--- src/rtl/exc_ctrl_pkg.sv ---
// exc_ctrl_pkg: cause codes, status bit index, vectors, FSM states and EPC helper for exc_ctrl
package exc_ctrl_pkg;
  localparam logic [4:0] EXC_INT  = 5'd0;
  localparam logic [4:0] EXC_ADEL = 5'd4;
  localparam logic [4:0] EXC_ADES = 5'd5;
  localparam logic [4:0] EXC_SYS  = 5'd8;
  localparam logic [4:0] EXC_BP   = 5'd9;
  localparam logic [4:0] EXC_RI   = 5'd10;
  localparam logic [4:0] EXC_OV   = 5'd12;
  localparam logic [4:0] EXC_TR   = 5'd13;
  localparam int STATUS_BEV = 22;
  localparam logic [31:0] DEF_VEC_BEV1 = 32'hBFC0_0380;
  localparam logic [31:0] DEF_VEC_BEV0 = 32'h8000_0180;
  typedef enum logic [1:0] {IDLE = 2'd0, DRAIN = 2'd1, REDIR = 2'd2} state_t;
  function automatic logic [31:0] epc_of(input logic [31:0] pc, input logic bd);
    return bd ? pc - 32'd4 : pc;
  endfunction
endpackage

--- src/rtl/exc_ctrl_if.sv ---
// exc_ctrl_if: commit-stage faults, cp0 exception port, bus-drain and fetch-redirect signals
//   master: commit/cp0/bus/fetch environment (drives cm_*, int_resp, cp0_*, bus_idle, redirect_ready)
//   slave : exc_ctrl (drives cm_kill, exc_*, flush, redirect_*)
interface exc_ctrl_if;
  logic        cm_valid;
  logic [31:0] cm_pc;
  logic        cm_bd;
  logic        cm_adel_if;
  logic        cm_ri;
  logic        cm_ov;
  logic        cm_sys;
  logic        cm_bp;
  logic        cm_trap;
  logic        cm_adel_ld;
  logic        cm_ades_st;
  logic [31:0] cm_addr;
  logic        cm_eret;
  logic        int_resp;
  logic [31:0] cp0_status;
  logic [31:0] cp0_epc;
  logic        bus_idle;
  logic        redirect_ready;
  logic        cm_kill;
  logic        exc_valid;
  logic [4:0]  exc_excode;
  logic        exc_bd;
  logic [31:0] exc_epc;
  logic [31:0] exc_badvaddr;
  logic        exc_eret;
  logic        flush;
  logic        redirect_valid;
  logic [31:0] redirect_pc;
  modport master(
    output cm_valid, cm_pc, cm_bd, cm_adel_if, cm_ri, cm_ov, cm_sys, cm_bp, cm_trap,
           cm_adel_ld, cm_ades_st, cm_addr, cm_eret, int_resp, cp0_status, cp0_epc,
           bus_idle, redirect_ready,
    input  cm_kill, exc_valid, exc_excode, exc_bd, exc_epc, exc_badvaddr, exc_eret,
           flush, redirect_valid, redirect_pc
  );
  modport slave(
    input  cm_valid, cm_pc, cm_bd, cm_adel_if, cm_ri, cm_ov, cm_sys, cm_bp, cm_trap,
           cm_adel_ld, cm_ades_st, cm_addr, cm_eret, int_resp, cp0_status, cp0_epc,
           bus_idle, redirect_ready,
    output cm_kill, exc_valid, exc_excode, exc_bd, exc_epc, exc_badvaddr, exc_eret,
           flush, redirect_valid, redirect_pc
  );
endinterface

--- src/rtl/exc_prio_enc.sv ---
// exc_prio_enc: priority encoder from commit fault flags to {hit, eret, badvaddr_sel, code}
//   inputs : int_i, adel_if_i, ri_i, ov_i, trap_i, sys_i, bp_i, adel_ld_i, ades_i, eret_i
//   outputs: hit_o (any event), eret_o (eret wins), badvaddr_sel_o (1=pc, 0=data addr), code_o
//   EXC_TRAP_EN: when defined trap_i raises Tr; otherwise trap_i is ignored
module exc_prio_enc
  import exc_ctrl_pkg::*;
(
  input  logic       int_i,
  input  logic       adel_if_i,
  input  logic       ri_i,
  input  logic       ov_i,
  input  logic       trap_i,
  input  logic       sys_i,
  input  logic       bp_i,
  input  logic       adel_ld_i,
  input  logic       ades_i,
  input  logic       eret_i,
  output logic       hit_o,
  output logic       eret_o,
  output logic       badvaddr_sel_o,
  output logic [4:0] code_o
);
  logic tr;
  logic fault;
`ifdef EXC_TRAP_EN
  assign tr = trap_i;
`else
  logic unused_trap;
  assign unused_trap = trap_i;
  assign tr = 1'b0;
`endif
  always_comb begin
    fault = int_i | adel_if_i | ri_i | ov_i | tr | sys_i | bp_i | adel_ld_i | ades_i;
    hit_o = fault | eret_i;
    eret_o = !fault & eret_i;
    badvaddr_sel_o = adel_if_i;
    code_o = int_i     ? EXC_INT  :
             adel_if_i ? EXC_ADEL :
             ri_i      ? EXC_RI   :
             ov_i      ? EXC_OV   :
             tr        ? EXC_TR   :
             sys_i     ? EXC_SYS  :
             bp_i      ? EXC_BP   :
             adel_ld_i ? EXC_ADEL :
             ades_i    ? EXC_ADES : 5'd0;
  end
endmodule

--- src/rtl/exc_ctrl.sv ---
// exc_ctrl: commit-boundary exception/ERET sequencer (prioritise, pulse cp0, flush, drain bus, redirect fetch)
//   clk, resetn (async active-low)
//   bus (exc_ctrl_if.slave): commit flags/pc/addr, int_resp, cp0_status/epc, bus_idle, redirect_ready in;
//                            cm_kill, exc_* pulse, flush, redirect_valid/pc out
//   EXC_TRAP_EN: enables cm_trap as cause 13
module exc_ctrl
  import exc_ctrl_pkg::*;
#(
  parameter logic [31:0] VEC_BEV1 = DEF_VEC_BEV1,
  parameter logic [31:0] VEC_BEV0 = DEF_VEC_BEV0
) (
  input logic        clk,
  input logic        resetn,
  exc_ctrl_if.slave  bus
);
  state_t      state_q, state_d;
  logic        hit, eret_hit, bsel, ev;
  logic [4:0]  code;
  logic        valid_q, bd_q, eret_q;
  logic [4:0]  code_q;
  logic [31:0] epc_q, badv_q, target_q;
  exc_prio_enc u_prio (
    .int_i         (bus.int_resp),
    .adel_if_i     (bus.cm_adel_if),
    .ri_i          (bus.cm_ri),
    .ov_i          (bus.cm_ov),
    .trap_i        (bus.cm_trap),
    .sys_i         (bus.cm_sys),
    .bp_i          (bus.cm_bp),
    .adel_ld_i     (bus.cm_adel_ld),
    .ades_i        (bus.cm_ades_st),
    .eret_i        (bus.cm_eret),
    .hit_o         (hit),
    .eret_o        (eret_hit),
    .badvaddr_sel_o(bsel),
    .code_o        (code)
  );
  // resetn gates the kill so every output reads 0 while reset is held
  assign ev = resetn && state_q == IDLE && bus.cm_valid && hit;
  always_comb begin
    state_d = state_q == IDLE  ? (ev ? DRAIN : IDLE) :
              state_q == DRAIN ? (bus.bus_idle ? REDIR : DRAIN) :
              state_q == REDIR ? (bus.redirect_ready ? IDLE : REDIR) : IDLE;
  end
  assign bus.cm_kill        = ev;
  assign bus.exc_valid      = valid_q;
  assign bus.exc_excode     = valid_q ? code_q : 5'd0;
  assign bus.exc_bd         = valid_q & bd_q;
  assign bus.exc_epc        = valid_q ? epc_q : 32'd0;
  assign bus.exc_badvaddr   = valid_q ? badv_q : 32'd0;
  assign bus.exc_eret       = valid_q & eret_q;
  assign bus.flush          = state_q != IDLE;
  assign bus.redirect_valid = state_q == REDIR;
  assign bus.redirect_pc    = state_q == REDIR ? target_q : 32'd0;
  always_ff @(posedge clk or negedge resetn) begin
    if (!resetn) begin
      state_q  <= IDLE;
      valid_q  <= 1'b0;
      code_q   <= 5'd0;
      bd_q     <= 1'b0;
      eret_q   <= 1'b0;
      epc_q    <= 32'd0;
      badv_q   <= 32'd0;
      target_q <= 32'd0;
    end else begin
      state_q <= state_d;
      valid_q <= ev;
      if (ev) begin
        code_q   <= code;
        bd_q     <= bus.cm_bd;
        eret_q   <= eret_hit;
        epc_q    <= epc_of(bus.cm_pc, bus.cm_bd);
        badv_q   <= bsel ? bus.cm_pc : bus.cm_addr;
        target_q <= eret_hit ? bus.cp0_epc : bus.cp0_status[STATUS_BEV] ? VEC_BEV1 : VEC_BEV0;
      end
    end
  end
endmodule
--- src/flat_wrapper.sv ---
// flat-port wrapper written by rule: the top's interface ports become plain ports
module exc_ctrl_flat import exc_ctrl_pkg::*;
#(
  parameter logic [31:0] VEC_BEV1 = DEF_VEC_BEV1,
  parameter logic [31:0] VEC_BEV0 = DEF_VEC_BEV0
)
  (clk, resetn, bus_cm_valid, bus_cm_pc, bus_cm_bd, bus_cm_adel_if, bus_cm_ri, bus_cm_ov, bus_cm_sys, bus_cm_bp, bus_cm_trap, bus_cm_adel_ld, bus_cm_ades_st, bus_cm_addr, bus_cm_eret, bus_int_resp, bus_cp0_status, bus_cp0_epc, bus_bus_idle, bus_redirect_ready, bus_cm_kill, bus_exc_valid, bus_exc_excode, bus_exc_bd, bus_exc_epc, bus_exc_badvaddr, bus_exc_eret, bus_flush, bus_redirect_valid, bus_redirect_pc);
  exc_ctrl_if bus_i ();
  input logic clk;
  input logic resetn;
  input wire logic [$bits(bus_i.cm_valid)-1:0] bus_cm_valid;
  input wire logic [$bits(bus_i.cm_pc)-1:0] bus_cm_pc;
  input wire logic [$bits(bus_i.cm_bd)-1:0] bus_cm_bd;
  input wire logic [$bits(bus_i.cm_adel_if)-1:0] bus_cm_adel_if;
  input wire logic [$bits(bus_i.cm_ri)-1:0] bus_cm_ri;
  input wire logic [$bits(bus_i.cm_ov)-1:0] bus_cm_ov;
  input wire logic [$bits(bus_i.cm_sys)-1:0] bus_cm_sys;
  input wire logic [$bits(bus_i.cm_bp)-1:0] bus_cm_bp;
  input wire logic [$bits(bus_i.cm_trap)-1:0] bus_cm_trap;
  input wire logic [$bits(bus_i.cm_adel_ld)-1:0] bus_cm_adel_ld;
  input wire logic [$bits(bus_i.cm_ades_st)-1:0] bus_cm_ades_st;
  input wire logic [$bits(bus_i.cm_addr)-1:0] bus_cm_addr;
  input wire logic [$bits(bus_i.cm_eret)-1:0] bus_cm_eret;
  input wire logic [$bits(bus_i.int_resp)-1:0] bus_int_resp;
  input wire logic [$bits(bus_i.cp0_status)-1:0] bus_cp0_status;
  input wire logic [$bits(bus_i.cp0_epc)-1:0] bus_cp0_epc;
  input wire logic [$bits(bus_i.bus_idle)-1:0] bus_bus_idle;
  input wire logic [$bits(bus_i.redirect_ready)-1:0] bus_redirect_ready;
  output wire logic [$bits(bus_i.cm_kill)-1:0] bus_cm_kill;
  output wire logic [$bits(bus_i.exc_valid)-1:0] bus_exc_valid;
  output wire logic [$bits(bus_i.exc_excode)-1:0] bus_exc_excode;
  output wire logic [$bits(bus_i.exc_bd)-1:0] bus_exc_bd;
  output wire logic [$bits(bus_i.exc_epc)-1:0] bus_exc_epc;
  output wire logic [$bits(bus_i.exc_badvaddr)-1:0] bus_exc_badvaddr;
  output wire logic [$bits(bus_i.exc_eret)-1:0] bus_exc_eret;
  output wire logic [$bits(bus_i.flush)-1:0] bus_flush;
  output wire logic [$bits(bus_i.redirect_valid)-1:0] bus_redirect_valid;
  output wire logic [$bits(bus_i.redirect_pc)-1:0] bus_redirect_pc;
  assign bus_i.cm_valid = bus_cm_valid;
  assign bus_i.cm_pc = bus_cm_pc;
  assign bus_i.cm_bd = bus_cm_bd;
  assign bus_i.cm_adel_if = bus_cm_adel_if;
  assign bus_i.cm_ri = bus_cm_ri;
  assign bus_i.cm_ov = bus_cm_ov;
  assign bus_i.cm_sys = bus_cm_sys;
  assign bus_i.cm_bp = bus_cm_bp;
  assign bus_i.cm_trap = bus_cm_trap;
  assign bus_i.cm_adel_ld = bus_cm_adel_ld;
  assign bus_i.cm_ades_st = bus_cm_ades_st;
  assign bus_i.cm_addr = bus_cm_addr;
  assign bus_i.cm_eret = bus_cm_eret;
  assign bus_i.int_resp = bus_int_resp;
  assign bus_i.cp0_status = bus_cp0_status;
  assign bus_i.cp0_epc = bus_cp0_epc;
  assign bus_i.bus_idle = bus_bus_idle;
  assign bus_i.redirect_ready = bus_redirect_ready;
  assign bus_cm_kill = bus_i.cm_kill;
  assign bus_exc_valid = bus_i.exc_valid;
  assign bus_exc_excode = bus_i.exc_excode;
  assign bus_exc_bd = bus_i.exc_bd;
  assign bus_exc_epc = bus_i.exc_epc;
  assign bus_exc_badvaddr = bus_i.exc_badvaddr;
  assign bus_exc_eret = bus_i.exc_eret;
  assign bus_flush = bus_i.flush;
  assign bus_redirect_valid = bus_i.redirect_valid;
  assign bus_redirect_pc = bus_i.redirect_pc;
  exc_ctrl #(.VEC_BEV1(VEC_BEV1), .VEC_BEV0(VEC_BEV0)) u_core (.clk(clk), .resetn(resetn), .bus(bus_i));
endmodule
--- config.mk ---
export PLATFORM = sky130hd
export DESIGN_NAME = exc_ctrl_flat
export DESIGN_NICKNAME = d
export VERILOG_FILES = /design/src/rtl/exc_ctrl_pkg.sv /design/src/rtl/exc_ctrl_if.sv /design/src/rtl/exc_prio_enc.sv /design/src/rtl/exc_ctrl.sv /design/src/flat_wrapper.sv
export SDC_FILE = /design/constraint.sdc
export NUM_CORES = 1
export LEC_CHECK = 0
export BUFFER_PORTS_ARGS = -buffer_cell sky130_fd_sc_hd__buf_2
export CORE_AREA = 4 4 114 116
export DETAILED_ROUTE_END_ITERATION = 10
export DIE_AREA = 0 0 118 120
export PLACE_DENSITY = 0.8
export SLEW_MARGIN = 40
export SYNTH_ARGS = -nofsm -noshare
export SYNTH_HDL_FRONTEND = slang
export SYNTH_HIERARCHICAL = 1
export SYNTH_SLANG_ARGS = --single-unit
--- constraint.sdc ---
create_clock -name clk -period 2.3 [get_ports clk]
set_input_delay 0.115 -clock clk [delete_from_list [all_inputs] [get_ports clk]]
set_output_delay 0.115 -clock clk [all_outputs]
set_load 0.01 [all_outputs]
==> run summary <==
WL final - 15100 um
Largest net degree at the start of global routing - 108
Async S/R FF share, synth - 100%
H-Tree Level Count - 3
Grt ovf - 0
Port buffer count - 218
Pwr Density - 728 nW/um^2
Critical path buffers and inverters - 3
Sw Ratio - 30.0%
Avg WL per Cell - 15.0 um
Routed vias - 5221
Endpoint class of the critical path - primary output
Die width - 118 um
Initial antenna violation count - 0
Nets - 1003
Area growth from synthesis to layout - 29.7%
Number of remaining DRC errors - 0
Clk slew on worst S/H paths - 0.07 ns
Post-synth top area cell - dfrtp_1
Worst Skew - 0.00795 ns
WP data required - 2.18 ns
Top post-synthesis cells by area - dfrtp_1 47%, and2_1 11%, nand2_1 8.2%
Worst R2R End - u_core/epc_q[21]$_DFFE_PN0P_
Reg2Reg Setup Slack - 0.60 ns
Routability Congestion - 0.836
CP max FO - 46
Worst Tran Pin Value - 0.604 ns
Root Driver - clkbuf_16
Mapped Area - 5660 sq um
Rows - 40
Yosys reg bits - 106
Yosys warns - 6
Synthesized net count - 793
Initial Util - 47.5%
Number of max-cap violations - 0
Hold Crit Endpoint - u_core/target_q[2]$_DFFE_PN0P_
Combinational share of power - 23.3%
Post-synthesis cell count - 648
Post-CTS Resized - 0
Antenna-violating nets left - 0
Vias per cell - 5.17
R2R cell count - 6
Internal power - 3750 uW
Worst hold stages - 3
Vias in the first global route - 4895
Crit path max-delay family - buffers and inverters
Primary FF master, synth - dfrtp_1
Syn Area/Cell - 8.74 sq um
Hold WS - 0.0132 ns
Die Height - 120 um
Clock network fraction of total power - 28.7%
Die area - 14200 sq um
Leak - 0.00386 uW
Pre-antenna DRT Iters - 5
Crit Path Class - reg2out
CTS max path bufs - 2
Slew Limit Fails - 0
Hold Violations, Final - 0
1st-iter DRT viols - 400
CTS tree - done
Layout cells sized above 1 - 30.0%
IO Pins - 251
Max-slew headroom - 59.7%
N_diodes - 0
GR met2 Demand/Resource - 34.6%
Worst Setup Start Kind - register
Post-CTS Setup Bufs - 0
CP Cell Sequence - or2_1 > or2_4 > inv_2 > buf_4 > buf_2
CTS Buf Count - 9
GRT busiest layer - met2
Reg2reg start - u_core/state_q[0]$_DFF_PN0_
Hold path startpoint - bus_cp0_epc[2]
P_sw - 1600 uW
CP max-delay cell - dfrtp_1
GRT met1 Usage - 28.3%
First-pass GRT wire length - 24500 um
Setup TNS - 0 ns
Critical Path Stages - 5
Clock Sinks - 106
EDFF count, synth - 0
Critical path's largest stage delay - 0.40 ns
Status - complete, no violations
Min Clock Period, post-route - 2.05 ns
Seq pwr share - 48.0%
Hpwl dp - 10900 um
Core area - 11900 sq um
Post-synth top area share - 46.9%
Worst Path Arrival - 1.94 ns
Hold Crit Class - in2reg
GRT Overall Usage - 21.4%
Sequential share of the synthesized area - 46.9%
VDD IR max - 0.486 mV
Unrepaired setup endpoints after global routing - false
Worst skew pair latency - 0.34 ns
Tcrit/Tclk final - 89.2%
Yosys cell types - 42
Final Setup Violations - 0
Maximum clock rate - 0.487 GHz
Met3 Track Usage GR - 4.19%
sequential cells by signal (all words and copies together), names as in the netlist:
signal and cells:
u_core/bd_q 1, u_core/badv_q 32, u_core/state_q 2, u_core/bus.exc_valid 1, u_core/target_q 32, u_core/epc_q 32
u_core/eret_q 1, u_core/code_q 5
synth_stat cells (13+ instances only):
master	number
o21ai_0	51
and2_1	103
a31oi_1	21
nand3_1	21
nand2_1	123
nor2_1	27
dfrtp_1	106
o31ai_1	13
or4_1	17
clkbuf_1	45
mux2i_1	32
logic make-up after synthesis:
family / after synthesis / share of synthesized area [%]
AOI/OAI and AO/OA: 107 / 10.7
xor gates and xnor gates: 11 / 1.70
adders and majority gates: 1 / 0.221
buffers and inverters: 59 / 4.13
DFF: 106 / 46.9
muxes: 32 / 5.66
other: 1 / 0.0662
and+or+nand+nor: 331 / 30.6
repair_timing:
item	4_1_cts	5_1_grt
setup endpoints to repair	0	0
endpoints found under the hold margin	118	0
hold buffers	13	0
cell usage in the layout (no fill, tap or decap), drive strengths merged, types with 18 or more instances in the layout:
cell / n
nand3: 21
o21ai: 60
nand2: 123
nor2: 27
or4: 18
buf: 236
a31oi: 21
mux2i: 32
dfrtp: 106
and2: 103
worst register-to-register path: cells and delay by family (launching register included):
family	cells	cell delay (ns)
flops	1	0.40
simple gates	3	0.64
compound gates	1	0.15
buf+inv	2	0.44
cell type report:
cell class              count  area, sq um
repair buffers            249         1400
clock inverters             5         53.8
inverters                   9         33.8
clock buffers              11          243
multi-input cells         483         2780
fillers                  1064         4570
well taps                 147          184
flip-flops and latches    106         2650
how the worst max path moves through the flow:
stage | from | slack [ns] | endpoint
3_5_place_dp | bus_cm_pc[20] | 0.10 | u_core/epc_q[28]$_DFFE_PN0P_
2_1_floorplan | bus_cm_pc[20] | 0.33 | u_core/epc_q[31]$_DFFE_PN0P_
5_1_grt | u_core/state_q[0]$_DFF_PN0_ | 0.11 | bus_cm_kill
3_3_place_gp | bus_cm_pc[20] | 0.09 | u_core/epc_q[31]$_DFFE_PN0P_
4_1_cts | u_core/state_q[0]$_DFF_PN0_ | 0.22 | bus_cm_kill
6_report | u_core/state_q[0]$_DFF_PN0_ | 0.25 | bus_cm_kill
layer usage:
layer | part of all wire (%) | vias to the layer above
li1 | - | 2604
met1 | 44 | 2424
met2 | 48 | 172
met3 | 6.2 | 21
met4 | 2.1 | 0
met5 | 0 | -
power groups by stage:
stage | sequential, uW | combinational, uW | clock, uW
after global placement | 2580 | 1220 | 0
after CTS | 2570 | 1270 | 1580
after global routing | 2620 | 1420 | 1670
final | 2570 | 1250 | 1530
after detailed placement | 2600 | 1250 | 0
after floorplan | 2520 | 765 | 0
per-stage QoR:
stage | total power (uW) | area (sq um) | setup slack (ns) | cells | utilization (%)
2_1_floorplan | 3280 | 5660 | 0.326 | 648 | -
3_3_place_gp | 3790 | 6910 | 0.0918 | 981 | 58.0
3_5_place_dp | 3850 | 6910 | 0.100 | 981 | 58.0
4_1_cts | 5420 | 7340 | 0.217 | 1010 | 61.6
5_1_grt | 5720 | 7340 | 0.108 | 1010 | 61.6
6_report | 5350 | 7340 | 0.248 | 1010 | 61.6
Power figures use the tool's default switching activity.
